$ cat config.mk
export PLATFORM = sky130hd
export DESIGN_NAME = pcm_encode
export DESIGN_NICKNAME = d
export VERILOG_FILES = /design/src/rtl/pcm_encode.sv
export SDC_FILE = /design/constraint.sdc
export NUM_CORES = 1
export LEC_CHECK = 0
export BUFFER_PORTS_ARGS = -buffer_cell sky130_fd_sc_hd__buf_2
export CAP_MARGIN = 20
export CORE_UTILIZATION = 45
export CTS_BUF_LIST = sky130_fd_sc_hd__clkbuf_16
export DETAILED_ROUTE_END_ITERATION = 8
export PLACE_DENSITY = 0.66
export SLEW_MARGIN = 0
export SYNTH_ARGS = -nofsm -noshare
export SYNTH_HDL_FRONTEND = slang
export SYNTH_SLANG_ARGS = --single-unit
$ cat constraint.sdc
create_clock -name clk -period 1.9 [get_ports clk]
set_input_delay 0.095 -clock clk [delete_from_list [all_inputs] [get_ports clk]]
set_output_delay 0.095 -clock clk [all_outputs]
set_load 0.02 [all_outputs]
$ cat src/rtl/pcm_encode.sv
// rtl/pcm_encode.sv - sequential A-law-style segment encoder, 13-bit sign-magnitude to 8-bit PCM code
module pcm_encode #(
    parameter logic [7:0] XOR_MASK = 8'h00
) (
    input  logic        clk,
    input  logic        rst_n,
    input  logic        in_valid,
    output logic        in_ready,
    input  logic [12:0] in_data,
    output logic        out_valid,
    input  logic        out_ready,
    output logic [7:0]  out_data,
    output logic        busy
);
    typedef enum logic [1:0] {IDLE, SEARCH, OUT} state_t;

    state_t      state, state_n;
    logic        sign, sign_n;
    logic [11:0] mag, mag_n;
    logic [2:0]  seg, seg_n, seg_f;
    logic [7:0]  data_n;
    logic        valid_n;

    assign in_ready = (state == IDLE);
    assign busy     = (state != IDLE);

    // Reaching segment 1 without a leading one means the sample belongs to segment 0.
    assign seg_f = (seg == 3'd1 && !mag[11]) ? 3'd0 : seg;

    always_ff @(posedge clk or negedge rst_n) begin
        if (!rst_n) begin
            state     <= IDLE;
            sign      <= 1'b0;
            mag       <= 12'h000;
            seg       <= 3'd0;
            out_data  <= 8'h00;
            out_valid <= 1'b0;
        end else begin
            state     <= state_n;
            sign      <= sign_n;
            mag       <= mag_n;
            seg       <= seg_n;
            out_data  <= data_n;
            out_valid <= valid_n;
        end
    end

    always_comb begin
        state_n = state;
        sign_n  = sign;
        mag_n   = mag;
        seg_n   = seg;
        data_n  = out_data;
        valid_n = out_valid;
        case (state)
            IDLE: begin
                if (in_valid) begin
                    sign_n  = in_data[12];
                    mag_n   = in_data[11:0];
                    seg_n   = 3'd7;
                    state_n = SEARCH;
                end
            end
            SEARCH: begin
                if (mag[11] || seg == 3'd1) begin
                    data_n  = {sign, seg_f, mag[10:7]} ^ XOR_MASK;
                    valid_n = 1'b1;
                    state_n = OUT;
                end else begin
                    mag_n = {mag[10:0], 1'b0};
                    seg_n = seg - 3'd1;
                end
            end
            OUT: begin
                if (out_ready) begin
                    valid_n = 1'b0;
                    state_n = IDLE;
                end
            end
            default: state_n = IDLE;
        endcase
    end
endmodule
==> flow_summary.json, run 1 <==
{
  "fin_tns_setup_ns": 0,
  "vias_per_cell": 5.45,
  "clockBufferDepth": 2,
  "post_drt_wl_per_cell_um": 14.0,
  "fmax_mhz": 576,
  "grt_pass1_wl_um": 3960,
  "instances_no_fill": 159,
  "dp_cells": 154,
  "vias": 867,
  "max-slew-margin-rel_pct": 61.0,
  "setup_slack_ns": 0.164,
  "preCtsSetupSlack_ns": -0.0122,
  "antennaDiodeCount": 0,
  "maxCapViolCount": 0,
  "grt.total_usage_pct": 16.4,
  "muxShareOfSynthArea_pct": 6.86,
  "gp_congestion": 0.753,
  "finalNetCount": 148,
  "end_kind": "flop",
  "grt_max_degree": 28,
  "period_share_pct": 91.4,
  "ioPinCount": 28,
  "synth_simple_gate_area_share_pct": 15.3,
  "hold_class": "in -> reg",
  "ys_warn_count": 0,
  "n_fill_cell": 225,
  "core_area_um2": 2730,
  "placement_rows": 19,
  "ant_nets": 0,
  "final_cell_mix": "27 x buf_2, 27 x dfrtp_1, 13 x nand2b_1",
  "dp_hpwl_um": 1570,
  "p_leak_nw": 0.644,
  "tightest_slew_ns": 0.585,
  "finalMaxSlewViolations": 0,
  "ys_ff_latch": 27,
  "synth_compound_area_share_pct": 18.1,
  "cp-start-kind": "flop",
  "postPlaceCellArea_um2": 1420,
  "drtPass1Iterations": 4,
  "setup_viol": 0,
  "h-tree-depth": 1,
  "fin_util_pct": 55.8,
  "cts_tree": "yes",
  "synth_adder_area_share_pct": 1.93,
  "critPathMaxFanout": 9,
  "hold_viol": 0,
  "root_buffer": "clkbuf_16",
  "synth_cells": 102,
  "drt_wl_total_um": 2230,
  "cp_data_arrival_time_ns": 1.88,
  "area_delta_synth_final_pct": 17.8,
  "synth_nets": 121,
  "drive_gt1_share_pct": 39.1,
  "antenna_found_initial": 0,
  "skew_ns": 0.00446,
  "synth_top_family_by_area": "compound AO/OA/AOI/OAI gates",
  "ys.flop_type": "dfrtp_1",
  "drt_iter0_drc": 10,
  "die_area_um2": 3100,
  "synth-edff-count": 0,
  "cts.sinks": 27,
  "start_util_pct": 47.4,
  "yosysUniqueCellTypes": 35,
  "portBuffers": 27,
  "cp.required_ns": 2.04,
  "cts_buffers": 3,
  "synth.avg_cell_area_um2": 12.7,
  "insertion_delay_ns": 0.26,
  "fp.dieH_um": 55.6,
  "synth_xor_area_share_pct": 0,
  "synthArstFlopShare_pct": 100,
  "power_density_nw_per_um2": 1680,
  "cts_setup_buffers": 0,
  "peakVddDrop_v": 0.000867,
  "grt-ovfl-total": 0,
  "rrSetupSlack_ns": 0.16,
  "final_cell_area_um2": 1530,
  "path_class": "reg -> reg",
  "netlist_area_um2": 1290,
  "synth-seq-area-share_pct": 52.2,
  "multi_input_area_um2": 559,
  "status": "finished clean",
  "period_needed_ns": 1.74,
  "seq_area_um2": 676,
  "rsz0062_at_grt": "no",
  "route.detailed.drc": 0,
  "grt_pass1_vias": 864,
  "clk_pin_slew_worst_paths_ns": 0.07,
  "die_w_um": 55.6
}
[logic make-up (layout without fill, tap and decap cells)]
group / count (synthesis) / count (layout)
adders and majority gates: 2 / 2
and+or+nand+nor: 29 / 29
buffers and inverters: 12 / 38
muxes: 8 / 8
AOI/OAI and AO/OA: 24 / 24
DFF: 27 / 27
[cell type report]
class | instances | share of cell area, %
multi-input combinational | 63 | 36.7
sequential | 27 | 44.3
timing repair buffer | 29 | 10.0
tap | 31 | 2.54
clock inverter | 1 | 0.328
inverter | 5 | 1.23
clock buffer | 3 | 4.92
[layer usage]
layer	vias to the layer above	global-route usage (%)	share of wire, %
li1	430	-	-
met5	-	0	0
met2	13	26.9	46
met1	422	21.8	50
met3	2	3.02	2.6
met4	0	6.43	1.3
[worst paths after layout]
path                                           end                     from  cells past startpoint
max in group asynchronous  out_data[0]$_DFFE_PN0P_                    rst_n                      2
min                           state[1]$_DFFE_PN0P_                out_ready                      2
max reg2reg                out_data[0]$_DFFE_PN0P_       seg[1]$_DFFE_PN0P_                      5
max                        out_data[0]$_DFFE_PN0P_       seg[1]$_DFFE_PN0P_                      5
min in group asynchronous  out_data[6]$_DFFE_PN0P_                    rst_n                      2
min reg2reg                out_data[5]$_DFFE_PN0P_  out_data[5]$_DFFE_PN0P_                      1
[flip-flops by register name, summed over array words and instances, names as in the netlist]
| register | count |
|---|---|
| out_valid | 1 |
| out_data | 8 |
| sign | 1 |
| seg | 3 |
| state | 2 |
| mag | 12 |
[cells in the mapped netlist, types with 2 or more instances]
master,count,area share (%)
mux2_2,7,6.1
nor4b_1,2,1.4
a21oi_1,3,1.2
dfrtp_1,27,52
buf_6,3,2.6
buf_2,2,0.77
inv_1,4,1.2
ha_1,2,1.9
a311oi_1,2,1.4
nor2_1,3,0.87
nand2b_1,13,6.3
a32o_1,2,1.5
o221a_1,10,8.7
[critical path, cell delays in order (launching register included)]
cell and delay (ns):
dfrtp_1 0.36, inv_1 0.08, ha_1 0.18, nor2b_2 0.20, o21ai_2 0.40, mux2_2 0.39
[through the flow]
stage / total power [W] / hold WS, ns
floorplan: 0.00185 / -0.201
global placement: 0.00206 / 0.135
detailed placement: 0.00209 / 0.143
CTS: 0.00258 / 0.0405
global route: 0.00273 / 0.0672
finish: 0.00256 / 0.0375
[what timing repair did]
item                                   4_1_cts  5_1_grt
setup endpoints to repair                   11        7
hold buffers                                 1        0
cloned                                       0        0
endpoints found under the hold margin       27        0
resized for setup                            1        1
[where the power goes]
group          total, W  switching (W)  internal [W]
registers       0.00107       0.000229      0.000842
logic           0.00102       0.000514      0.000504
clock network  0.000470       0.000187      0.000283
Power figures use the tool's default switching activity.
==> run 2: changes to the inputs <==
--- a/config.mk
+++ b/config.mk
@@ -9,9 +9,9 @@
 export CAP_MARGIN = 20
 export CORE_UTILIZATION = 45
 export CTS_BUF_LIST = sky130_fd_sc_hd__clkbuf_16
+export CTS_CLUSTER_DIAMETER = 50
 export DETAILED_ROUTE_END_ITERATION = 8
 export PLACE_DENSITY = 0.66
-export SLEW_MARGIN = 0
 export SYNTH_ARGS = -nofsm -noshare
 export SYNTH_HDL_FRONTEND = slang
 export SYNTH_SLANG_ARGS = --single-unit
==> constraint.sdc (replaced) <==
create_clock -name clk -period 2.14 [get_ports clk]
set_input_delay 0.107 -clock clk [delete_from_list [all_inputs] [get_ports clk]]
set_output_delay 0.107 -clock clk [all_outputs]
set_load 0.02 [all_outputs]
==> flow_summary.json, run 2 (synthesis gave the netlist of run 1 again) <==
{
  "status": "finished clean",
  "area_delta_synth_final_pct": 17.2,
  "skew_ns": 0.00695,
  "multi_input_area_um2": 546,
  "placement_rows": 19,
  "preCtsSetupSlack_ns": 0.241,
  "cts_setup_buffers": 0,
  "post_drt_wl_per_cell_um": 14.6,
  "startpoint": "seg[1]$_DFFE_PN0P_",
  "path_class": "reg -> reg",
  "dp_hpwl_um": 1600,
  "min-delay-start": "out_ready",
  "rsz0062_at_grt": "no",
  "die_area_um2": 3100,
  "n_fill_cell": 250,
  "insertion_delay_ns": 0.26,
  "core_area_um2": 2730,
  "cts_tree": "yes",
  "antennaDiodeCount": 0,
  "grt_max_degree": 28,
  "hold_viol": 0,
  "fp.dieH_um": 55.6,
  "start_util_pct": 47.4,
  "seq_power_share_pct": 42.1,
  "peakVddDrop_v": 0.000756,
  "drt_wl_total_um": 2330,
  "power_density_nw_per_um2": 1500,
  "drt_iter0_drc": 31,
  "cp-start-kind": "flop",
  "netSwitchingFraction_pct": 36.5,
  "p_clk_share_pct": 18.3,
  "finalMaxSlewViolations": 0,
  "die_w_um": 55.6,
  "period_needed_ns": 1.91,
  "cp_data_arrival_time_ns": 2.10,
  "top_regs": "mag x12, out_data x8, seg x3",
  "gp_congestion": 0.783,
  "maxCapViolCount": 0,
  "root_buffer": "clkbuf_16",
  "route.detailed.drc": 0,
  "seq_area_um2": 676,
  "fin_tns_setup_ns": 0,
  "portBuffers": 27,
  "p_int_w": 0.00144,
  "cp.required_ns": 2.33,
  "grt-ovfl-total": 0,
  "drive_gt1_share_pct": 38.0,
  "setup_viol": 0,
  "finalNetCount": 149,
  "max-slew-margin-rel_pct": 50.1,
  "ant_nets": 0,
  "hold_class": "in -> reg",
  "clk_pin_slew_worst_paths_ns": 0.07,
  "worstReg2RegStart": "seg[1]$_DFFE_PN0P_",
  "drtPass1Iterations": 4,
  "grt.total_usage_pct": 16.9,
  "r2r_cells": 5,
  "final_cell_mix": "27 x buf_2, 27 x dfrtp_1, 13 x nand2b_1",
  "ioPinCount": 28,
  "dp_cells": 155,
  "h-tree-depth": 1,
  "end_kind": "flop",
  "fmax_mhz": 524,
  "instances_no_fill": 160,
  "finalPower_w": 0.00227,
  "clockBufferDepth": 2,
  "cts_buffers": 3,
  "antenna_found_initial": 0,
  "critPathMaxFanout": 12,
  "vias": 886,
  "min_path_cells": 2,
  "largest_register_ffs": 12,
  "vias_per_cell": 5.54,
  "p_switching_w": 0.000828,
  "setup_slack_ns": 0.231,
  "cts.sinks": 27,
  "grt_pass1_wl_um": 4060,
  "period_share_pct": 89.2,
  "fin_util_pct": 55.5,
  "grt_pass1_vias": 900,
  "top_register": "mag",
  "tightest_slew_ns": 0.748,
  "combPwrFrac_pct": 39.7,
  "p_leak_nw": 0.649
}
==> run 2: cell count changes in the layout (fill, tap and decap cells not counted) <==
| cell | before | now |
|---|---|---|
| nor2b_1 | 0 | 1 |
| o32ai_2 | 0 | 1 |
| o32ai_4 | 1 | 0 |
| buf_4 | 1 | 2 |
| inv_1 | 4 | 5 |
| nor2b_2 | 1 | 0 |
| clkinv_2 | 1 | 0 |
==> run 2: layout make-up <==
type	instances	area share, %
Tap cell	31	2.56
Timing Repair Buffer	30	10.6
Clock buffer	3	4.95
Inverter	5	1.24
Sequential cell	27	44.5
Clock inverter	1	0.247
Multi-Input combinational cell	63	35.9
==> run 2: metrics by stage <==
stage / hold slack, ns / area [um^2]
floorplan: -0.189 / 1290
global placement: 0.145 / 1430
detailed placement: 0.147 / 1430
CTS: 0.0434 / 1520
global route: 0.0642 / 1520
finish: 0.0446 / 1520
==> run 2: worst paths after layout <==
| kind | end | slack, ns |
|---|---|---|
| setup / recovery | mag[5]$_DFFE_PN0P_ | 0.23 |
| min in group asynchronous | mag[10]$_DFFE_PN0P_ | 0.38 |
| hold / removal | state[1]$_DFFE_PN0P_ | 0.04 |
| max in group asynchronous | out_data[7]$_DFFE_PN0P_ | 1.37 |
| setup reg to reg | mag[5]$_DFFE_PN0P_ | 0.23 |
| hold reg to reg | out_data[5]$_DFFE_PN0P_ | 0.49 |
==> run 2: what timing repair did <==
item	in CTS	in global routing
resized for setup	0	0
endpoints found under the hold margin	27	0
hold buffers	1	0
==> run 2: per-layer routing <==
| metal | GRT usage, % | up-vias | wire length [um] |
|---|---|---|---|
| met4 | 7.86 | 0 | 29 |
| met5 | 0 | - | 0 |
| met2 | 28.9 | 15 | 1140 |
| li1 | - | 430 | - |
| met1 | 21.4 | 437 | 1100 |
| met3 | 2.09 | 4 | 63 |
==> run 2: critical path, cell delays in order (launching register included) <==
cell,delay [ns]
dfrtp_1,0.37
inv_1,0.08
ha_1,0.17
nor2b_1,0.20
o32ai_2,0.69
o221a_1,0.32
==> run 2: power groups by stage <==
stage	Sequential [W]	Combinational (W)	Clock, W
after floorplan	0.000968	0.000670	0
after global placement	0.000951	0.000885	0
after detailed placement	0.000958	0.000906	0
after CTS	0.000953	0.000919	0.000424
after global routing	0.000987	0.000982	0.000446
final	0.000955	0.000900	0.000414
==> run 3: changes to the inputs <==
--- a/config.mk
+++ b/config.mk
@@ -7,6 +7,7 @@
 export LEC_CHECK = 0
 export BUFFER_PORTS_ARGS = -buffer_cell sky130_fd_sc_hd__buf_2
 export CAP_MARGIN = 20
+export CORE_MARGIN = 3
 export CORE_UTILIZATION = 45
 export CTS_BUF_LIST = sky130_fd_sc_hd__clkbuf_16
 export CTS_CLUSTER_DIAMETER = 50
==> constraint.sdc (replaced) <==
create_clock -name clk -period 2.14 [get_ports clk]
set_input_delay 0.214 -clock clk [delete_from_list [all_inputs] [get_ports clk]]
set_output_delay 0.214 -clock clk [all_outputs]
set_load 0.02 [all_outputs]
==> flow_summary.json, run 3 (synthesis gave the netlist of run 1 again) <==
{
  "finalMaxSlewViolations": 0,
  "period_needed_ns": 1.92,
  "min-delay-start": "out_ready",
  "finalPower_w": 0.00225,
  "start_util_pct": 49.6,
  "vias_per_cell": 5.52,
  "finalNetCount": 148,
  "status": "finished clean",
  "vias": 872,
  "maxCapViolCount": 0,
  "antenna_found_initial": 0,
  "period_share_pct": 89.7,
  "grt_pass1_wl_um": 4080,
  "fin_tns_setup_ns": 0,
  "cts_buffers": 3,
  "drt_wl_total_um": 2320,
  "cp.required_ns": 2.33,
  "grt_max_degree": 28,
  "ant_nets": 0,
  "area_delta_synth_final_pct": 16.6,
  "root_buffer": "clkbuf_16",
  "cts.sinks": 27,
  "fp.dieH_um": 59.6,
  "critPathMaxFanout": 12,
  "drive_gt1_share_pct": 38.3,
  "die_area_um2": 3560,
  "end_kind": "flop",
  "worstReg2RegStart": "seg[0]$_DFFE_PN0P_",
  "post_drt_wl_per_cell_um": 14.7,
  "fmax_mhz": 521,
  "cp_data_arrival_time_ns": 2.11,
  "peakVddDrop_v": 0.000886,
  "antennaDiodeCount": 0,
  "drtPass1Iterations": 4,
  "grt_pass1_vias": 899,
  "largest_register_ffs": 12,
  "placement_rows": 18,
  "path_class": "reg -> reg",
  "dp_hpwl_um": 1610,
  "route.detailed.drc": 0,
  "top_register": "mag",
  "power_density_nw_per_um2": 1490,
  "hold_class": "in -> reg",
  "portBuffers": 27,
  "setup_viol": 0,
  "core_area_um2": 2610,
  "die_w_um": 59.6,
  "grt-ovfl-total": 0,
  "hold_viol": 0,
  "cp-start-kind": "flop",
  "tightest_slew_ns": 0.759,
  "h-tree-depth": 1,
  "top_regs": "mag x12, out_data x8, seg x3",
  "rsz0062_at_grt": "no",
  "gp_congestion": 0.798,
  "drt_iter0_drc": 17,
  "startpoint": "seg[0]$_DFFE_PN0P_",
  "n_fill_cell": 235,
  "clk_pin_slew_worst_paths_ns": 0.06,
  "final_cell_mix": "27 x buf_2, 27 x dfrtp_1, 13 x nand2b_1",
  "cts_tree": "yes",
  "max-slew-margin-rel_pct": 49.4,
  "insertion_delay_ns": 0.26,
  "grt.total_usage_pct": 15.4,
  "p_leak_nw": 0.643,
  "clockBufferDepth": 2,
  "skew_ns": 0.00218,
  "ioPinCount": 28
}
-- run 3: worst max-delay path, stage by stage, from the launching register on --
cell and delay (ns):
dfrtp_1 0.42, ha_1 0.20, nor2b_1 0.21, o32ai_2 0.70
o221a_1 0.32
-- run 3: layer usage --
layer  part of all wire (%)  GRT usage (%)  wire [um]
met5                      0              0          0
met4                    1.3           7.59         30
met3                    4.4           3.27        102
met2                     47           23.6       1090
met1                     47           20.4       1100
-- run 3: final cells by class --
type	instances	area (um^2)	share of cell area [%]
Inverter	5	18.8	1.24
Clock inverter	1	5.00	0.331
Tap cell	30	37.5	2.49
Multi-Input combinational cell	63	546	36.1
Clock buffer	3	75.1	4.97
Timing Repair Buffer	29	153	10.1
Sequential cell	27	676	44.7
-- run 3: power by group --
group | internal, W | switching, W
sequential | 0.000748 | 0.000206
clock | 0.000252 | 0.000163
combinational | 0.000435 | 0.000446
-- run 3: worst paths after layout --
kind / endpoint / slack [ns] / cells past startpoint
max: mag[8]$_DFFE_PN0P_ / 0.22 / 4
min: state[1]$_DFFE_PN0P_ / 0.15 / 2
max reg2reg: mag[8]$_DFFE_PN0P_ / 0.22 / 4
min reg2reg: out_data[5]$_DFFE_PN0P_ / 0.50 / 1
max in group asynchronous: mag[10]$_DFFE_PN0P_ / 1.25 / 2
min in group asynchronous: out_data[6]$_DFFE_PN0P_ / 0.50 / 2
-- run 3: through the flow --
step | instance area, um^2 | utilization (%) | std cells | setup WS, ns | hold slack, ns
after floorplan | 1290 | - | 102 | 0.474 | -0.0816
after global placement | 1420 | 54.4 | 153 | 0.258 | 0.249
after detailed placement | 1420 | 54.4 | 153 | 0.212 | 0.263
after CTS | 1510 | 57.8 | 158 | 0.213 | 0.152
after global routing | 1510 | 57.8 | 158 | 0.0955 | 0.173
final | 1510 | 57.8 | 158 | 0.220 | 0.150
-- run 3: timing repair --
item,CTS,global route
hold buffers,1,0
setup buffers,0,0
resized for setup,0,0
endpoints found under the hold margin,27,0
